**config.mk**
```make
export PLATFORM = sky130hd
export DESIGN_NAME = sat_step_counter
export DESIGN_NICKNAME = d
export VERILOG_FILES = /design/src/rtl/wash_pkg.sv /design/src/rtl/wash_tank_model_sat_step_counter.sv
export SDC_FILE = /design/constraint.sdc
export NUM_CORES = 1
export LEC_CHECK = 0
export ABC_AREA = 0
export CORE_ASPECT_RATIO = 2
export CORE_UTILIZATION = 30
export CTS_BUF_LIST = sky130_fd_sc_hd__clkbuf_16
export CTS_CLUSTER_DIAMETER = 100
export CTS_CLUSTER_SIZE = 24
export DETAILED_ROUTE_END_ITERATION = 16
export SLEW_MARGIN = 20
export SYNTH_ARGS = -nofsm -noshare
export SYNTH_HDL_FRONTEND = slang
export SYNTH_SLANG_ARGS = --single-unit
```
**constraint.sdc**
```tcl
create_clock -name clk -period 3.44 [get_ports clk]
set_input_delay 0.688 -clock clk [delete_from_list [all_inputs] [get_ports clk]]
set_output_delay 0.688 -clock clk [all_outputs]
set_load 0.01 [all_outputs]
```
**src/rtl/wash_pkg.sv**
```systemverilog
// Shared constants and types for the washing-machine demo (controller and tank plant model).
package wash_pkg;

    localparam int unsigned VAL_W = 4;

    typedef logic [VAL_W-1:0] level_t;
    typedef logic [VAL_W-1:0] temp_t;
    typedef logic [VAL_W-1:0] sat_val_t;

    // Real-time rates at a 50 MHz clock
    localparam int unsigned FILL_TICKS  = 200000000 / 8;
    localparam int unsigned DRAIN_TICKS = 100000000 / 8;
    localparam int unsigned HEAT_TICKS  = 50000000;
    localparam int unsigned COOL_TICKS  = 250000000;

    localparam int unsigned LEVEL_MAX = 10;
    localparam int unsigned TEMP_MAX  = 12;
    localparam int unsigned COLD_THR  = 8;

    typedef enum logic [1:0] {
        MODE_HOLD = 2'd0,
        MODE_UP   = 2'd1,
        MODE_DN   = 2'd2
    } step_mode_e;

endpackage

```
**src/rtl/wash_tank_model_sat_step_counter.sv**
```systemverilog
// Saturating up/down value stepped once per prescaled interval; the interval restarts on any mode change.
module sat_step_counter
    import wash_pkg::*;
#(
    parameter int unsigned UP_TICKS = 1,
    parameter int unsigned DN_TICKS = 1,
    parameter int unsigned MAX      = 15
) (
    input  logic     clk,
    input  logic     reset,
    input  logic     up,
    input  logic     dn,
    input  logic     load0,
    output sat_val_t value,
    output logic     inc_c
);

    localparam logic [31:0] UP_M1 = 32'(UP_TICKS - 1);
    localparam logic [31:0] DN_M1 = 32'(DN_TICKS - 1);
    localparam sat_val_t    MAX_V = VAL_W'(MAX);

    step_mode_e  mode;
    step_mode_e  prev_mode;
    logic [31:0] presc;
    logic [31:0] cnt_eff;
    logic        wrap;

    // A mode change makes the current cycle the first of a fresh interval
    always_comb begin
        mode    = MODE_HOLD;
        cnt_eff = presc;
        wrap    = 1'b0;
        if (up && !dn) begin
            mode = MODE_UP;
        end else if (dn && !up) begin
            mode = MODE_DN;
        end
        if (mode != prev_mode) begin
            cnt_eff = '0;
        end
        if (mode == MODE_UP) begin
            wrap = (cnt_eff == UP_M1);
        end else if (mode == MODE_DN) begin
            wrap = (cnt_eff == DN_M1);
        end
        inc_c = wrap && (mode == MODE_UP) && (value < MAX_V);
    end

    always_ff @(posedge clk or posedge reset) begin
        if (reset) begin
            value     <= '0;
            presc     <= '0;
            prev_mode <= MODE_HOLD;
        end else begin
            prev_mode <= mode;
            if (load0) begin
                value <= '0;
                presc <= '0;
            end else if (mode == MODE_HOLD) begin
                presc <= '0;
            end else if (wrap) begin
                presc <= '0;
                if (mode == MODE_UP && value < MAX_V) begin
                    value <= value + VAL_W'(1);
                end else if (mode == MODE_DN && value != '0) begin
                    value <= value - VAL_W'(1);
                end
            end else begin
                presc <= cnt_eff + 32'd1;
            end
        end
    end

endmodule

```
==> results by group <==
Cells and area
  – Non-filler cells, final: 359
  – Layout Nets: 280
  – Highest-count cells in the layout ignoring fill and taps: 38 x dfrtp_1, 27 x nor2_1, 24 x buf_4, 18 x nand2_1, 16 x a21oi_1
  – Commonest non-fill, non-tap cell in the layout: dfrtp_1
  – Ant. Diodes: 0
  – Design area: 0.00279 mm²
  – Area delta synth->final: 26.7%
  – Layout cells sized above 1: 0.186

Pwr
  – Sw Pwr: 259 µW
  – PD cells: 397 mW/mm²
  – Flop pwr share: 0.418
  – Clock Power Share: 0.466
  – VDD IR max: 0.000226 V
  – Leakage power: 1.15 nW
  – Net Sw Frac: 0.233
  – Int Power: 851 µW
  – Final Power: 1.11 mW
  – Gate power share: 0.116

Yosys
  – Seq/Total Area, Yosys: 0.431
  – Mapped Cells: 234
  – Post-synth top area share: 0.431
  – Count of cell types in the netlist: 44
  – Number of synthesized flops with an enable pin: 0
  – Syn nets: 246
  – Top FF cell, synth: dfrtp_1
  – Mapped Avg Cell Area: 9.43 µm²
  – Dominant cell type by area after synthesis: dfrtp_1
  – Syn. warnings: 0
  – Synth area leaders: dfrtp_1 43%, xor2_1 5.6%, nor2_1 4.6%
  – Synthesized area: 0.00221 mm²
  – Ys async rst share: 1.00
  – Number of synthesized register bits: 38

GRT
  – Total gr overflow: 0
  – First-pass GRT wire length: 9070 µm
  – Antenna violations before repair: 0
  – Largest net degree at the start of global routing: 39
  – Vias in the first global route: 1,865
  – Gr usage total: 0.158

Floorplanning
  – Row count: 43
  – Ports: 10
  – Die height: 123 µm
  – Floorplan core area: 0.00699 mm²
  – Initial Util: 0.315
  – Die width: 62.6 µm
  – Die ar.: 0.00772 mm²

Place
  – IO Port Bufs: 9
  – Post-DP Area: 0.00264 mm²
  – Dpl cells: 350
  – Post-detail-place hpwl: 4040 µm
  – GPL Wtd Cong: 0.830

STA
  – Max Freq: 306 MHz
  – Hold Fails Final Rpt: 0
  – Final Max Slew Viols: 0
  – Final Critical Period: 3.26 ns
  – Clock Skew: 0.00435 ns
  – RSZ-0062 raised after global routing: no
  – Final Setup Violations: 0
  – Slew headroom: 0.639
  – Period utilization: 0.949
  – Worst Max-Slew Pin Slew: 0.540 ns

Outcome
  – Status: finished clean

Clock tree
  – Clock-pin slew on the worst setup and hold paths: 0.05 ns
  – Clock tree sinks: 38
  – CTS Root Cell: clkbuf_16
  – CTS tree: built
  – H-tree depth: 2
  – Total CTS buffers: 5
  – Worst-Skew Late Latency: 0.29 ns
  – Clock Path Buffers: 2

Drt
  – Routed WL: 5400 µm
  – Vias per inst: 5.28
  – Antenna-violating nets left: 0
  – Number of DRC violations after detailed-routing iteration 0: 78
  – WL/cell: 15.1 µm
  – DR pass1 iterations: 4
  – DRC Markers: 0
  – Vias: 1,896

Critical path
  – Critical path required time: 2.75 ns
  – Startpoint Class: primary input
  – Max Fanout on Critical Path: 4
  – Setup CP Type: in -> out
  – Critical Path Sink Type: primary output
  – Crit path DAT: 2.58 ns

Worst hold path
  – Worst Hold Class: reg -> reg

Run
  – Max-cap violations: 0
[sequential cells by signal, summed over array words and instances, names as in the netlist]
signal	flops
prev_mode	2
presc	32
value	4
[power by group through the flow]
stage | clock network [mW] | registers (mW) | logic, mW
after floorplan | 0 | 0.472 | 0.0824
after global placement | 0 | 0.472 | 0.131
after detailed placement | 0 | 0.472 | 0.132
after CTS | 0.532 | 0.464 | 0.132
after global routing | 0.548 | 0.465 | 0.142
final | 0.517 | 0.464 | 0.128
[cells by family (layout without fill, tap and decap cells)]
kind of cell	Yosys count	count (layout)	share of synthesized area
compound gates	42	42	0.131
simple gates	107	107	0.260
flops	38	38	0.431
xor+xnor	24	24	0.102
fa+ha+maj	7	7	0.0431
buf+inv	16	51	0.0329
[worst paths after layout]
check | startpoint | endpoint | slack (ns) | depth (start not counted)
worst max-delay path | dn | inc_c | 0.18 | 13
worst min-delay path | value[3] | value[3] | 0.57 | 1
worst max register to register | prev_mode[1] | presc[20] | 0.74 | 12
worst min register to register | value[3] | value[3] | 0.57 | 1
max in group asynchronous | reset | presc[8] | 2.26 | 3
min in group asynchronous | reset | presc[23] | 0.81 | 3
[metrics by stage]
step	util	hold WS [ns]	worst slack [ns]	setup TNS, ns
detailed placement	0.377	0.567	-0.657	-9.08
global placement	0.377	0.555	-0.639	-7.88
CTS	0.401	0.577	0.0464	0
finish	0.399	0.566	0.177	0
floorplan	-	0.511	0.0242	0
global route	0.399	0.612	0.0350	0
[worst max-delay path, cell delays in order]
cell and delay (ns):
clkbuf_2 0.13, inv_4 0.07, ha_4 0.15, xor2_4 0.15
nor2_2 0.07, and2_4 0.14, inv_2 0.05, ha_4 0.11
nor4b_2 0.17, nand4_1 0.14, o41a_1 0.43, nor3_2 0.11
buf_2 0.14
[synth_stat cells (3+ instances only)]
master,n
a21oi_1,16
and3_1,9
and4_1,4
buf_2,4
dfrtp_1,38
ha_1,6
inv_1,9
nand2_1,18
nand3_1,15
nand4_1,10
nor2_1,27
nor3_1,3
nor4_1,6
o21ai_0,7
or3_1,5
xnor2_1,8
xor2_1,14
[metal layers]
layer  GRT usage  wire length, µm
met5           0                0
met2       0.291             3030
met3      0.0212              108
met1       0.155             1990
met4       0.132              280
[layout make-up]
| cell class | count | area [µm²] |
|---|---|---|
| fill | 747 | 4200 |
| multi-input combinational | 180 | 1260 |
| sequential | 38 | 951 |
| timing repair buffer | 34 | 275 |
| clock buffer | 5 | 125 |
| tap | 90 | 113 |
| clock inverter | 3 | 37.5 |
| inverter | 9 | 36.3 |
[timing repair]
action,CTS,global route
resized for setup,6,4
pin swaps,2,2
endpoints found under the setup margin,1,1
hold buffers,0,0
buffers inserted,1,0
Note: power is estimated with default switching activity, not from simulation.
